$ cat src/rtl/cdc_pulse_sync_rx.sv
// Destination-side receiver for toggle-encoded pulse crossings: synchronises each
// toggle line, turns every transition into a queued event and returns the level as an ack.
module cdc_pulse_sync_rx #(
    parameter int NUM_CH      = 4,
    parameter int SYNC_STAGES = 2,
    parameter int CNT_W       = 3,
    parameter int READY_EN    = 1
) (
    input  logic                    clk,
    input  logic                    rst_n,
    input  logic [NUM_CH-1:0]       req_tgl,
    input  logic [NUM_CH-1:0]       evt_ready,
    input  logic [NUM_CH-1:0]       ovf_clr,
    output logic [NUM_CH-1:0]       evt_valid,
    output logic [NUM_CH*CNT_W-1:0] evt_count,
    output logic [NUM_CH-1:0]       ack_tgl,
    output logic [NUM_CH-1:0]       ovf
);

    localparam logic             IGNORE_READY = (READY_EN == 0);
    localparam logic [CNT_W-1:0] CNT_MAX      = {CNT_W{1'b1}};

    // Handshake: an event is consumed on a cycle where evt_valid[ch] and
    // (evt_ready[ch] or pulse mode) are both high; evt_valid comes straight from
    // the counter register, so it never depends combinationally on evt_ready.
    for (genvar ch = 0; ch < NUM_CH; ch++) begin : g_ch
        logic [SYNC_STAGES-1:0] sync_q;
        logic                   lvl_q;
        logic                   edge_det;
        logic                   pop;
        logic [CNT_W-1:0]       cnt_q;
        logic [CNT_W-1:0]       cnt_d;
        logic                   ovf_q;
        logic                   ovf_d;

        assign edge_det = sync_q[SYNC_STAGES-1] ^ lvl_q;
        assign pop      = (cnt_q != '0) & (evt_ready[ch] | IGNORE_READY);

        // A simultaneous edge and pop cancel out, so a full counter is not an overflow then.
        always_comb begin
            cnt_d = cnt_q;
            ovf_d = ovf_q & ~ovf_clr[ch];
            if (edge_det && !pop) begin
                if (cnt_q == CNT_MAX) begin
                    ovf_d = 1'b1;
                end else begin
                    cnt_d = cnt_q + CNT_W'(1);
                end
            end else if (!edge_det && pop) begin
                cnt_d = cnt_q - CNT_W'(1);
            end
        end

        always_ff @(posedge clk or negedge rst_n) begin
            if (!rst_n) begin
                sync_q <= '0;
                lvl_q  <= 1'b0;
                cnt_q  <= '0;
                ovf_q  <= 1'b0;
            end else begin
                sync_q <= {sync_q[SYNC_STAGES-2:0], req_tgl[ch]};
                lvl_q  <= sync_q[SYNC_STAGES-1];
                cnt_q  <= cnt_d;
                ovf_q  <= ovf_d;
            end
        end

        assign evt_valid[ch]                = (cnt_q != '0);
        assign evt_count[ch*CNT_W +: CNT_W] = cnt_q;
        assign ack_tgl[ch]                  = lvl_q;
        assign ovf[ch]                      = ovf_q;
    end

endmodule
$ cat config.mk
export PLATFORM = sky130hd
export DESIGN_NAME = cdc_pulse_sync_rx
export DESIGN_NICKNAME = d
export VERILOG_FILES = /design/src/rtl/cdc_pulse_sync_rx.sv
export SDC_FILE = /design/constraint.sdc
export NUM_CORES = 1
export LEC_CHECK = 0
export ABC_AREA = 1
export CAP_MARGIN = 20
export CORE_ASPECT_RATIO = 0.6
export CORE_MARGIN = 5
export CORE_UTILIZATION = 46
export CTS_BUF_LIST = sky130_fd_sc_hd__clkbuf_2
export DETAILED_ROUTE_END_ITERATION = 16
export PLACE_DENSITY_LB_ADDON = 0.15
export SLEW_MARGIN = 30
export SYNTH_ARGS = -nofsm -noshare
export SYNTH_HDL_FRONTEND = slang
export SYNTH_SLANG_ARGS = --single-unit
$ cat constraint.sdc
create_clock -name clk -period 1.7 [get_ports clk]
set_clock_uncertainty 0.2 [all_clocks]
set_input_delay 0.17 -clock clk [delete_from_list [all_inputs] [get_ports clk]]
set_output_delay 0.17 -clock clk [all_outputs]
set_load 0.01 [all_outputs]
---- Word level (Yosys, flattened, before mapping) ----
Index checks and enable logic that the tools add are counted.
cells by class
  reductions and logical operators ........ 28
  eq/ne operators ......................... 8
  mux-type cells .......................... 20
  bitwise operators ....................... 16
  add/subtract/negate cells ............... 8
operator list
  kind                   number
  $mux W3                12
  $add A3 B1 Y3 const B  4
  $eq A3 B3 Y1 const B   4
  $reduce_bool A3 Y1     4
  $sub A3 B1 Y3 const B  4
  $and A1 B1 Y1          8
  $logic_and A1 B1 Y1    8
  $logic_not A1 Y1       8
  $mux W1                8
  $ne A2 B2 Y1 const B   4
  $reduce_and A2 Y1      4
  $reduce_bool A2 Y1     4
  $not A1 Y1             4
  $xor A1 B1 Y1          4
word-level totals
  bits in registers ....................... 28
  bits of input ports ..................... 14

---- Longest topological paths before layout ----
  depth after elaboration ................. 6
  gate-level depth with buffers ........... 13
  mapped depth without buffers ............ 13

---- Worst setup path after synthesis ----
Ideal clock, no wire load.
  path kind ............................... register to register
  start ................................... register g_ch[3].cnt_q[0]
  end ..................................... register g_ch[3].cnt_q[2]
  stages on the path, launching flop included .. 14
  clock period less this slack ............ 1,724 ps
  setup time .............................. 117 ps
  buffers on the path ..................... 0
  arrival ................................. 1,406 ps
  setup slack ............................. -24 ps
  data required time ...................... 1,383 ps
  cell sequence ........................... dfrtp_1 -> nor2_1 -> nand2_2 -> nand2_2 -> nand2_2 -> nand2_1 -> nand2_1 -> inv_1 -> ha_1 -> inv_1 -> nand2_1 -> nand2_1 -> nand3_1 -> nand2_1
on the way
  longest elaborated chain between the ends .. 6
  elaborated cells between the ends (all ways) .. 14
ends and longest elaborated chain
  element                                                                     RTL line  RTL
  start, declared                                                             31        logic [CNT_W-1:0] cnt_q;
  start signal, assigned                                                      63        cnt_q <= cnt_d;
  $reduce_bool A3 Y1 (*)                                                      -
  via evt_valid[3]                                                            14        output logic [NUM_CH-1:0] evt_valid,
  $and A1 B1 Y1 (*)                                                           37        assign pop = (cnt_q != '0) & (evt_ready[ch] | IGNORE_READY);
  $logic_not A1 Y1                                                            43        if (edge_det && !pop) begin
  $logic_and A1 B1 Y1                                                         43
  $ne A2 B2 Y1 (no source line) / $reduce_bool A2 Y1 (equally long branches)  -
  $reduce_and A2 Y1 (no source line)                                          -
Mark *: on every way through the listed nets, which the timed path passes. The rest lies on a longest branch. The select of a mux whose other input is x is not followed.
A chain may end at the register's enable or synchronous reset.

---- Final worst setup path ----
  start ................................... register g_ch[2].cnt_q[1]
  end ..................................... register g_ch[2].cnt_q[2]
on the way
  longest elaborated chain between the ends .. 6
  elaborated cells between the ends (all ways) .. 14
ends and longest elaborated chain
  element                                                                     RTL line
  start, declared                                                             31
  start signal, assigned                                                      63
  $reduce_bool A3 Y1                                                          37
  $and A1 B1 Y1                                                               37
  $logic_not A1 Y1                                                            43
  $logic_and A1 B1 Y1                                                         43
  $ne A2 B2 Y1 (no source line) / $reduce_bool A2 Y1 (equally long branches)  -
  $reduce_and A2 Y1 (no source line)                                          -
Parallel ways exist; a longest one is shown, timed or not. The select of a mux whose other input is x is not followed.

==> tab_implementation.tex <==
\begin{tabular}{lr}
\hline
Metric & Value \\
\hline
\multicolumn{2}{l}{\textbf{Worst setup path}} \\
\quad Crit-path most repeated cell & nand2\_4 \\
\quad Crit path DAT & 1850 ps \\
\quad Sort of element at the end of the critical path & register \\
\quad Largest driver fanout on the critical path & 3 \\
\quad CP Class & register to register \\
\quad Crit path launch type & register \\
\quad Slowest cell on crit path & dfrtp\_1 \\
\quad Critical path data required time & 1790 ps \\
\quad Crit-path cells & buf\_6, nor2\_4, nand2\_2, nand2\_4, nand2\_4, nand2\_4, nand2\_4, inv\_4, ha\_4, inv\_2, nand2\_2, nand2\_2, nand3\_2, nand2\_1 \\
\quad Critical Path Max Stage Delay & 450 ps \\
\multicolumn{2}{l}{\textbf{Die}} \\
\quad Die Footprint & 4590 µm² \\
\quad Die Y-Extent & 54.5 µm \\
\quad Total core area & 3220 µm² \\
\quad Row count & 16 \\
\quad Initial standard-cell utilization of the core & 0.471 \\
\quad Horizontal extent of the die & 84.2 µm \\
\quad Top-level port count & 38 \\
\multicolumn{2}{l}{\textbf{Cells and area}} \\
\quad Filler-free cell count of the finished design & 311 \\
\quad Post-synthesis to final-layout area growth & 61.7\% \\
\quad Layout cells sized above 1 & 0.425 \\
\quad Layout Nets & 285 \\
\quad Filler Cell Count & 209 \\
\quad Finished Core Util & 0.762 \\
\quad Antenna Diode Count & 0 \\
\multicolumn{2}{l}{\textbf{STA}} \\
\quad Hold violation count in the final report & 0 \\
\quad Tmin final & 1760 ps \\
\quad Slew Viols, Final & 0 \\
\quad Final setup margin & -56.7 ps \\
\quad Minimum hold slack & 119 ps \\
\quad Worst Tran Pin Value & 341 ps \\
\quad Achievable clock frequency & 0.569 GHz \\
\quad \# setup viols final & 3 \\
\quad RSZ-0062 raised after global routing & true \\
\quad Post-route setup TNS & -65.2 ps \\
\quad Share of the clock period used by the worst path & 1.03 \\
\quad Relative slew margins & 0.772 \\
\multicolumn{2}{l}{\textbf{Power and ir drop}} \\
\quad Maximum ir drop on the vdd rail & 0.884 mV \\
\quad Power density cells & 1570 nW/µm² \\
\quad Post-layout power & 0.00386 W \\
\quad Leakage dissipation & 1.28 nW \\
\multicolumn{2}{l}{\textbf{Synthesis}} \\
\quad Synthesized net count & 204 \\
\quad Cell type with the largest total area after synthesis & dfrtp\_1 \\
\quad Most used standard cell by instance count after synthesis & nand2\_1 \\
\quad Top cells by count, synth & nand2\_1 (48), dfrtp\_1 (28), inv\_1 (24) \\
\quad Post-synth ARST share & 1.00 \\
\quad Most area-consuming cells after synthesis & dfrtp\_1 (46\%), nand2\_1 (12\%), nand3\_1 (7.6\%), inv\_1 (5.9\%), nand2\_2 (4.5\%) \\
\quad Yosys reg bits & 28 \\
\quad Total standard cell area after synthesis & 1520 µm² \\
\quad Avg Cell Area, Syn & 8.16 µm² \\
\quad Sequential cell area fraction in the yosys report & 0.462 \\
\quad EDFF count, synth & 0 \\
\quad Top-area cell type share of the netlist area & 0.462 \\
\quad Count of mapped cells out of synthesis & 186 \\
\quad Most used flip-flop cell after synthesis & dfrtp\_1 \\
\quad Synthesis Warnings & 0 \\
\quad Number of unique standard cell types used by synthesis & 19 \\
\multicolumn{2}{l}{\textbf{Global route}} \\
\quad Aggregate global routing overflow & 0 \\
\quad Via count of the first global-routing pass & 1399 \\
\quad Overall fraction of global-route tracks in use & 0.160 \\
\quad Pin count of the biggest net entering global routing & 29 \\
\quad First-pass GRT wire length & 5.84 mm \\
\quad Antenna violations before repair & 0 \\
\multicolumn{2}{l}{\textbf{Clocking}} \\
\quad Number of sinks handled by clock tree synthesis & 28 \\
\quad Source-to-sink clock delay at the later pin of the worst-skew pair & 360 ps \\
\quad TritonCTS buffer count & 3 \\
\quad Clock slew at reported path FFs & 240 ps \\
\quad Buffer levels on the longest clock path & 2 \\
\quad Htree depth & 1 \\
\quad Buffer cell driving the clock tree root & clkbuf\_2 \\
\quad Clock tree from TritonCTS & yes \\
\multicolumn{2}{l}{\textbf{Status}} \\
\quad Violations in the final reports & setup timing \\
\quad Run status & complete, but fails checks \\
\multicolumn{2}{l}{\textbf{Routing}} \\
\quad Avg WL per Cell & 12.5 µm \\
\quad First-iteration detailed-routing DRC count & 30 \\
\quad Via-to-Cell Ratio & 4.74 \\
\quad DRC Markers & 0 \\
\quad Vias & 1475 \\
\quad Number of iterations in the first detailed-routing pass & 4 \\
\quad Antenna-violating nets left & 0 \\
\quad Final wirelength & 3.90 mm \\
\multicolumn{2}{l}{\textbf{Placed design}} \\
\quad RePlAce Congestion & 0.836 \\
\quad Port bufs & 37 \\
\quad Placed Instances & 284 \\
\quad Post-DP HPWL & 2.51 mm \\
\multicolumn{2}{l}{\textbf{Run}} \\
\quad Max-cap viol count & 0 \\
\multicolumn{2}{l}{\textbf{Hold path}} \\
\quad Type of the tightest min-delay check & input port to register \\
\hline
\end{tabular}
==> cell type report <==
class | instances | area, µm² | share of cell area
multi-input combinational | 125 | 845 | 0.344
sequential | 28 | 704 | 0.287
clock buffer | 4 | 20.0 | 0.00815
timing repair buffer | 84 | 728 | 0.297
inverter | 25 | 101 | 0.0413
tap | 45 | 56.3 | 0.0229
==> final timing paths <==
| check | from | slack, ps | cells after the start | end |
|---|---|---|---|---|
| max in group asynchronous | rst_n | 540 | 3 | g_ch[1].cnt_q[0]$_DFFE_PN0P_ |
| min in group asynchronous | rst_n | 490 | 3 | g_ch[0].ovf_q$_DFF_PN0_ |
| setup / recovery | g_ch[2].cnt_q[1]$_DFFE_PN0P_ | -60 | 14 | g_ch[2].cnt_q[2]$_DFFE_PN0P_ |
| hold reg to reg | g_ch[0].sync_q[0]$_DFF_PN0_ | 190 | 0 | g_ch[0].sync_q[1]$_DFF_PN0_ |
| setup reg to reg | g_ch[2].cnt_q[1]$_DFFE_PN0P_ | -60 | 14 | g_ch[2].cnt_q[2]$_DFFE_PN0P_ |
| hold / removal | ovf_clr[2] | 120 | 2 | g_ch[2].ovf_q$_DFF_PN0_ |
==> timing repair <==
| action | in CTS | in global routing |
|---|---|---|
| endpoints found under the setup margin | 22 | 21 |
| pin swaps | 4 | 32 |
| hold endpoints to repair | 28 | 4 |
| hold buffers | 1 | 4 |
| gates resized for setup | 36 | 59 |
| cloned | 0 | 0 |
| buffers inserted | 12 | 8 |
==> worst max-delay path, delay by kind of cell, from the launching register on <==
family | cells | cell delay (ps)
adder cells (fa/ha/maj) | 1 | 140
buffers and inverters | 3 | 230
flip-flops | 1 | 450
AND/OR/NAND/NOR | 10 | 680
==> metal layers <==
layer / global-route usage / part of all wire
met2: 0.301 / 0.51
met5: 0 / 0
met4: 0.0241 / 0.012
met3: 0.0481 / 0.051
met1: 0.189 / 0.43
==> cell families (layout without fill, tap and decap cells) <==
logic type | Yosys count | in the layout | share of synthesized area
AND/OR/NAND/NOR | 101 | 101 | 0.316
buffers and inverters | 33 | 113 | 0.101
flip-flops | 28 | 28 | 0.462
AO/OA/AOI/OAI | 16 | 16 | 0.0651
adder cells (fa/ha/maj) | 4 | 4 | 0.0330
XOR/XNOR | 4 | 4 | 0.0231
==> metrics by stage <==
step                      cell area, µm²  setup slack (ps)
after floorplan                     1540              1.91
after global placement              2080             -50.3
after detailed placement            2080             -86.4
after CTS                           2200             -1.90
after global routing                2450              -130
final                               2450             -56.7
==> cells in the final DEF, fill, tap and decap left out, types with 3 or more instances in the layout <==
cell type,instances
a21oi_2,3
buf_4,39
buf_6,3
clkbuf_2,6
clkdlybuf4s15_1,6
clkdlybuf4s50_1,13
dfrtp_1,25
dfrtp_2,3
dlygate4sd2_1,11
dlygate4sd3_1,5
dlymetal6s2s_1,4
ha_4,3
inv_1,13
inv_2,10
nand2_1,38
nand2_2,13
nand2_4,9
nand3_1,20
nand3_2,3
nor2_2,6
nor2_4,6
o21ai_0,5
o21ai_2,3
o22ai_1,3
or2_1,5
xor2_1,4
==> flip-flops by register name (all words and copies together) (netlist names) <==
name,count
g_ch.ovf_q,4
g_ch.lvl_q,4
g_ch.cnt_q,12
g_ch.sync_q,8
==> report_power, final <==
| part | leakage (nW) | internal (W) | total [W] | switching [W] |
|---|---|---|---|---|
| clock network | 0.0166 | 0.0000621 | 0.000248 | 0.000186 |
| registers | 0.335 | 0.000860 | 0.000998 | 0.000138 |
| logic | 0.930 | 0.00126 | 0.00262 | 0.00136 |
| total | 1.28 | 0.00218 | 0.00386 | 0.00168 |
Power figures use the tool's default switching activity.
